==> src/rtl/sprite_blitter.sv <==
// Positionable, scalable, flippable sprite renderer with a fixed 3-cycle
// pixel pipeline: address register -> external sync ROM -> colour register.
module sprite_blitter #(
  parameter int SPR_W      = 32,
  parameter int SPR_H      = 32,
  parameter int IDX_W      = 2,
  parameter int COLOR_W    = 4,
  parameter int TRANSP_IDX = 0,
  parameter int LATCH_LINE = 480,
  parameter int ADDR_W     = $clog2(SPR_W*SPR_H)
) (
  input  logic               vga_clk,
  input  logic               reset,
  input  logic [9:0]         DrawX,
  input  logic [9:0]         DrawY,
  input  logic               blank,
  input  logic [9:0]         pos_x,
  input  logic [9:0]         pos_y,
  input  logic [1:0]         scale,
  input  logic               flip_x,
  input  logic               enable,
  output logic [ADDR_W-1:0]  rom_address,
  input  logic [IDX_W-1:0]   rom_q,
  output logic [IDX_W-1:0]   pal_index,
  input  logic [COLOR_W-1:0] pal_red,
  input  logic [COLOR_W-1:0] pal_green,
  input  logic [COLOR_W-1:0] pal_blue,
  output logic [COLOR_W-1:0] red,
  output logic [COLOR_W-1:0] green,
  output logic [COLOR_W-1:0] blue,
  output logic               sprite_on
);

  localparam int CW = (SPR_W > 1) ? $clog2(SPR_W) : 1;
  localparam int RW = (SPR_H > 1) ? $clog2(SPR_H) : 1;
  localparam logic [ADDR_W-1:0] ROW_PITCH = ADDR_W'(SPR_W);
  localparam logic [CW-1:0]     COL_LAST  = CW'(SPR_W-1);

  // shadow controls, only updated on the latch line so a frame never tears
  logic [9:0] px, py;
  logic [1:0] sc;
  logic       flip, en;

  always_ff @(posedge vga_clk or posedge reset) begin
    if (reset) begin
      px <= '0; py <= '0; sc <= '0; flip <= 1'b0; en <= 1'b0;
    end else if (DrawX == 10'd0 && DrawY == 10'(LATCH_LINE)) begin
      px <= pos_x; py <= pos_y; sc <= scale; flip <= flip_x; en <= enable;
    end
  end

  logic [11:0] span_x, span_y;
  always_comb begin
    case (sc)
      2'd0:    begin span_x = 12'(SPR_W);   span_y = 12'(SPR_H);   end
      2'd1:    begin span_x = 12'(2*SPR_W); span_y = 12'(2*SPR_H); end
      2'd2:    begin span_x = 12'(3*SPR_W); span_y = 12'(3*SPR_H); end
      default: begin span_x = 12'(4*SPR_W); span_y = 12'(4*SPR_H); end
    endcase
  end

  logic hx, vy, on_screen, hit_c;
  assign hx = ({2'b00, DrawX} >= {2'b00, px}) && ({2'b00, DrawX} < ({2'b00, px} + span_x));
  assign vy = ({2'b00, DrawY} >= {2'b00, py}) && ({2'b00, DrawY} < ({2'b00, py} + span_y));
  assign on_screen = (px < 10'd640) && (py < 10'd480);
  assign hit_c = hx && vy && en && on_screen;

  // counters: *_q is the previous pixel's value, *_c this pixel's value
  logic [CW-1:0] col_q, col_c;
  logic [RW-1:0] row_q, row_c;
  logic [1:0]    subx_q, subx_c, suby_q, suby_c;

  always_comb begin
    col_c  = col_q;
    subx_c = subx_q;
    if (DrawX == px) begin
      col_c  = '0;
      subx_c = '0;
    end else if (subx_q == sc) begin
      subx_c = '0;
      col_c  = col_q + 1'b1;
    end else begin
      subx_c = subx_q + 2'd1;
    end
  end

  always_comb begin
    row_c  = row_q;
    suby_c = suby_q;
    if (DrawX == 10'd0) begin
      if (DrawY == py) begin
        row_c  = '0;
        suby_c = '0;
      end else if (vy) begin
        if (suby_q == sc) begin
          suby_c = '0;
          row_c  = row_q + 1'b1;
        end else begin
          suby_c = suby_q + 2'd1;
        end
      end
    end
  end

  always_ff @(posedge vga_clk or posedge reset) begin
    if (reset) begin
      col_q <= '0; subx_q <= '0; row_q <= '0; suby_q <= '0;
    end else begin
      col_q <= col_c; subx_q <= subx_c; row_q <= row_c; suby_q <= suby_c;
    end
  end

  logic [CW-1:0]     ecol;
  logic [ADDR_W-1:0] addr_c;
  assign ecol   = flip ? (COL_LAST - col_c) : col_c;
  assign addr_c = ADDR_W'(row_c) * ROW_PITCH + ADDR_W'(ecol);

  // vld_pipe[k] = hit && blank for the pixel presented k cycles ago
  logic [2:1] vld_pipe;

  always_ff @(posedge vga_clk or posedge reset) begin
    if (reset) begin
      rom_address <= '0;
      vld_pipe    <= '0;
    end else begin
      if (hit_c) rom_address <= addr_c;
      vld_pipe <= {vld_pipe[1], hit_c & blank};
    end
  end

  assign pal_index = rom_q;

  always_ff @(posedge vga_clk or posedge reset) begin
    if (reset) begin
      red <= '0; green <= '0; blue <= '0; sprite_on <= 1'b0;
    end else if (vld_pipe[2] && rom_q != IDX_W'(TRANSP_IDX)) begin
      red <= pal_red; green <= pal_green; blue <= pal_blue; sprite_on <= 1'b1;
    end else begin
      red <= '0; green <= '0; blue <= '0; sprite_on <= 1'b0;
    end
  end

endmodule

==> config.mk <==
export PLATFORM = sky130hd
export DESIGN_NAME = sprite_blitter
export DESIGN_NICKNAME = d
export VERILOG_FILES = /design/src/rtl/sprite_blitter.sv
export SDC_FILE = /design/constraint.sdc
export NUM_CORES = 1
export LEC_CHECK = 0
export ABC_AREA = 1
export CAP_MARGIN = 20
export CORE_UTILIZATION = 48
export CTS_BUF_LIST = sky130_fd_sc_hd__clkbuf_2
export DETAILED_ROUTE_END_ITERATION = 6
export PLACE_DENSITY = 0.87
export REMOVE_ABC_BUFFERS = 1
export SLEW_MARGIN = 20
export SYNTH_ARGS = -nofsm -noshare
export SYNTH_HDL_FRONTEND = slang
export SYNTH_SLANG_ARGS = --single-unit
==> constraint.sdc <==
create_clock -name vga_clk -period 2.6 [get_ports vga_clk]
set_input_delay 0.52 -clock vga_clk [delete_from_list [all_inputs] [get_ports vga_clk]]
set_output_delay 0.52 -clock vga_clk [all_outputs]
set_load 0.02 [all_outputs]
==> flow_metrics.env, run 1 <==
export IMPL_outcome="complete, but fails checks"
export IMPL_violations="negative setup slack"
export IMPL_syn_area_um2=4020
export IMPL_nNetsFinal=728
export IMPL_grt_overflow=0
export IMPL_io_buffers=85
export IMPL_via_count=3638
export IMPL_crit_arrival_ns=3.45
export IMPL_route_detailed_drc=0
export IMPL_grt_pass1_wl_um=15700
export IMPL_endpoint="rom_address[3]"
export IMPL_gr_usage_all_layers_pct=23.3
export IMPL_syn_area_per_cell_um2=7.82
export IMPL_cp_start_kind="flop"
export IMPL_reg2reg_depth=20
export IMPL_fin_ws_ns=-0.425
export IMPL_ff2ff_setup_slack_ns=-0.43
export IMPL_numCtsBuffers=9
export IMPL_cts_root_buf="clkbuf_2"
export IMPL_required_ns=3.02
export IMPL_crit_chain="ha_4, inv_2, nand2_2, nand2_2, inv_2, ha_4, inv_2, nand2_4, nand2_2, a21oi_2, xor2_1, ha_1, a21o_1, nand2_4, nand2_4, nor2_4, buf_12, nand4_4, nand2_2, nand2_1"
export IMPL_reg2reg_to="rom_address[3]"
export IMPL_dieArea_um2=8750
export IMPL_startpoint="sc[1]"
export IMPL_final_common_cell="nand2_1"
export IMPL_drtIter0Drc=198
export IMPL_yosysWarnings=0
export IMPL_synth_seq_area_share_pct=39.2
export IMPL_hold_path_class="in -> async"
export IMPL_reg2reg_from="sc[1]"
export IMPL_n_antenna_cell=0
export IMPL_slowest_stage="dfrtp_1"
export IMPL_grt_setup_unrepaired="yes"
export IMPL_layout_drive_gt1_share_pct=15.3
export IMPL_clockBufferDepth=2
export IMPL_setup_viol=18
export IMPL_fin_crit_ns=3.03
export IMPL_timing_hold_ws_ns=0.267
export IMPL_place_hpwl_um=7210
export IMPL_grt_pass1_vias=3681
export IMPL_die_h_um=93.5
export IMPL_clk_latency_ns=0.52
export IMPL_wl_per_cell_um=13.2
export IMPL_ys_ff_latch=63
export IMPL_cp_max_fo=7
export IMPL_first_pass_iters=4
export IMPL_clock_skew_ns=0.0320
export IMPL_core_um2=8180
export IMPL_clock_sinks=63
export IMPL_leakagePower_nw=2.87
export IMPL_start_util_pct=49.2
export IMPL_dp_slack_ns=-0.462
export IMPL_worst_slew_pin_slew_ns=0.560
export IMPL_fmax_mhz=331
export IMPL_cts_tree="yes"
export IMPL_powerDensity_nw_per_um2=344
export IMPL_final_cell_mix="nand2_1 (103), clkdlybuf4s50_1 (85), inv_1 (84)"
export IMPL_rows=33
export IMPL_grt_max_degree=36
export IMPL_netlist_instances=514
export IMPL_finalHoldViolCount=0
export IMPL_finalMaxSlewViolations=0
export IMPL_die_x_um=93.5
export IMPL_ys_types=37
export IMPL_grt_antenna_before_repair=0
export IMPL_slew_headroom_pct=62.5
export IMPL_crit_path_max_incr_delay_ns=0.45
export IMPL_area_growth_syn_to_layout_pct=35.0
export IMPL_ant_nets=0
export IMPL_io_pins=86
export IMPL_drv_cap=0
export IMPL_clk_pin_slew_ns=0.17
export IMPL_path_class="reg -> reg"
export IMPL_cpMostUsedCell="nand2_2"
export IMPL_cts_htree_levels=3
export IMPL_wl_um=9720
export IMPL_period_share_pct=116
export IMPL_vias_per_cell=4.93
export IMPL_final_core_util_pct=66.4
export IMPL_end_kind="flop"
export IMPL_gp_congestion=0.895
export IMPL_ir_worst_vdd_v=0.000357
## how the worst min path moves through the flow
stage                     depth (start not counted)         from  slack [ns]          end
after CTS                                         2        reset        0.25      blue[3]
final                                             2        reset        0.27      blue[0]
after detailed placement                          0  vld_pipe[1]        0.34  vld_pipe[2]
after floorplan                                   0  vld_pipe[1]        0.33  vld_pipe[2]
after global routing                              2        reset        0.27    sprite_on
after global placement                            0  vld_pipe[1]        0.34  vld_pipe[2]
## layout make-up
class,instances,area (um2)
inverters,93,354
clock inverters,6,37.5
flip-flops and latches,63,1580
well taps,105,131
multi-input cells,350,2190
clock buffers,10,50.0
fillers,651,2750
repair buffers,111,1090
## stage by stage
stage	cell area, um2	total power, W	instances	TNS [ns]
CTS	5360	0.00188	735	-4.22
floorplan	3970	0.00124	505	-2.75
finish	5430	0.00187	738	-6.15
global route	5430	0.00196	738	-8.53
global placement	5120	0.00138	714	-4.22
detailed placement	5120	0.00139	714	-6.26
## synth_stat cells
master,number,area share [%]
xor2_1,12,2.6
nand2_4,3,0.84
nor3_1,4,0.50
nand3_1,19,2.4
nand2_1,113,11
nand4_1,10,1.6
nor2_4,2,0.56
xnor2_1,6,1.3
nor3_2,1,0.25
inv_2,5,0.47
nand3b_1,4,0.75
and2_1,2,0.31
nor2_2,3,0.47
nor2_1,65,6.1
a21oi_1,32,4.0
nor3b_1,1,0.19
o22a_1,1,0.22
nand2_2,2,0.31
nand4_4,1,0.53
a21o_1,3,0.56
dfrtp_1,63,39
or2_1,3,0.47
inv_1,88,8.2
mux2_2,4,1.1
nand4_2,1,0.31
or2_2,1,0.16
o21bai_1,1,0.19
o21a_1,1,0.19
buf_4,2,0.37
o21ai_1,1,0.12
ha_1,39,12
nand3_2,2,0.50
o21ai_2,3,0.65
buf_6,1,0.28
o21ai_0,8,1.0
nor4_1,1,0.16
clkbuf_1,6,0.56
## kinds of logic after synthesis
logic type | share of synthesized area (%)
buf+inv | 9.89
mux | 1.12
flops | 39.2
xor+xnor | 3.92
simple gates | 26.8
fa+ha+maj | 12.1
compound gates | 6.91
## power breakdown
group	internal (W)	total (W)	switching (W)
sequential	0.00102	0.00105	0.0000298
clock	0.000124	0.000479	0.000356
combinational	0.000170	0.000340	0.000169
total	0.00131	0.00187	0.000555
## critical path, delay by kind of cell, from the launching register on
kind                       cells  cell delay [ns]
AOI/OAI and AO/OA              2             0.37
DFF                            1             0.45
and+or+nand+nor               10             0.93
xor gates and xnor gates       1             0.18
buffers and inverters          4             0.29
adders and majority gates      3             0.71
## sequential cells by signal, indices dropped and copies added (netlist names), 4 cells and up
| register | flops |
|---|---|
| rom_address | 10 |
| py | 10 |
| col_q | 5 |
| px | 10 |
| blue | 4 |
| green | 4 |
| red | 4 |
| row_q | 5 |
## timing repair
item | in CTS | in global routing
gates resized for setup | 28 | 11
pin swaps | 26 | 19
gates cloned | 1 | 0
hold buffers | 0 | 0
setup buffers | 4 | 3
endpoints found under the setup margin | 18 | 18
## layer usage
metal	vias up	wire length (um)	track usage, %	part of all wire [%]
li1	1843	-	-	-
met1	1692	3880	25.3	40
met2	88	5310	44.4	55
met3	15	392	5.04	4.0
met4	0	136	7.56	1.4
met5	-	0	0	0
(Power assumes the default switching activity.)
==> run 2: changes to the inputs <==
Settings changed: CAP_MARGIN 20 to 10.
==> results of run 2 <==
The final DEF is identical to that of run 1; final timing and power are the same.
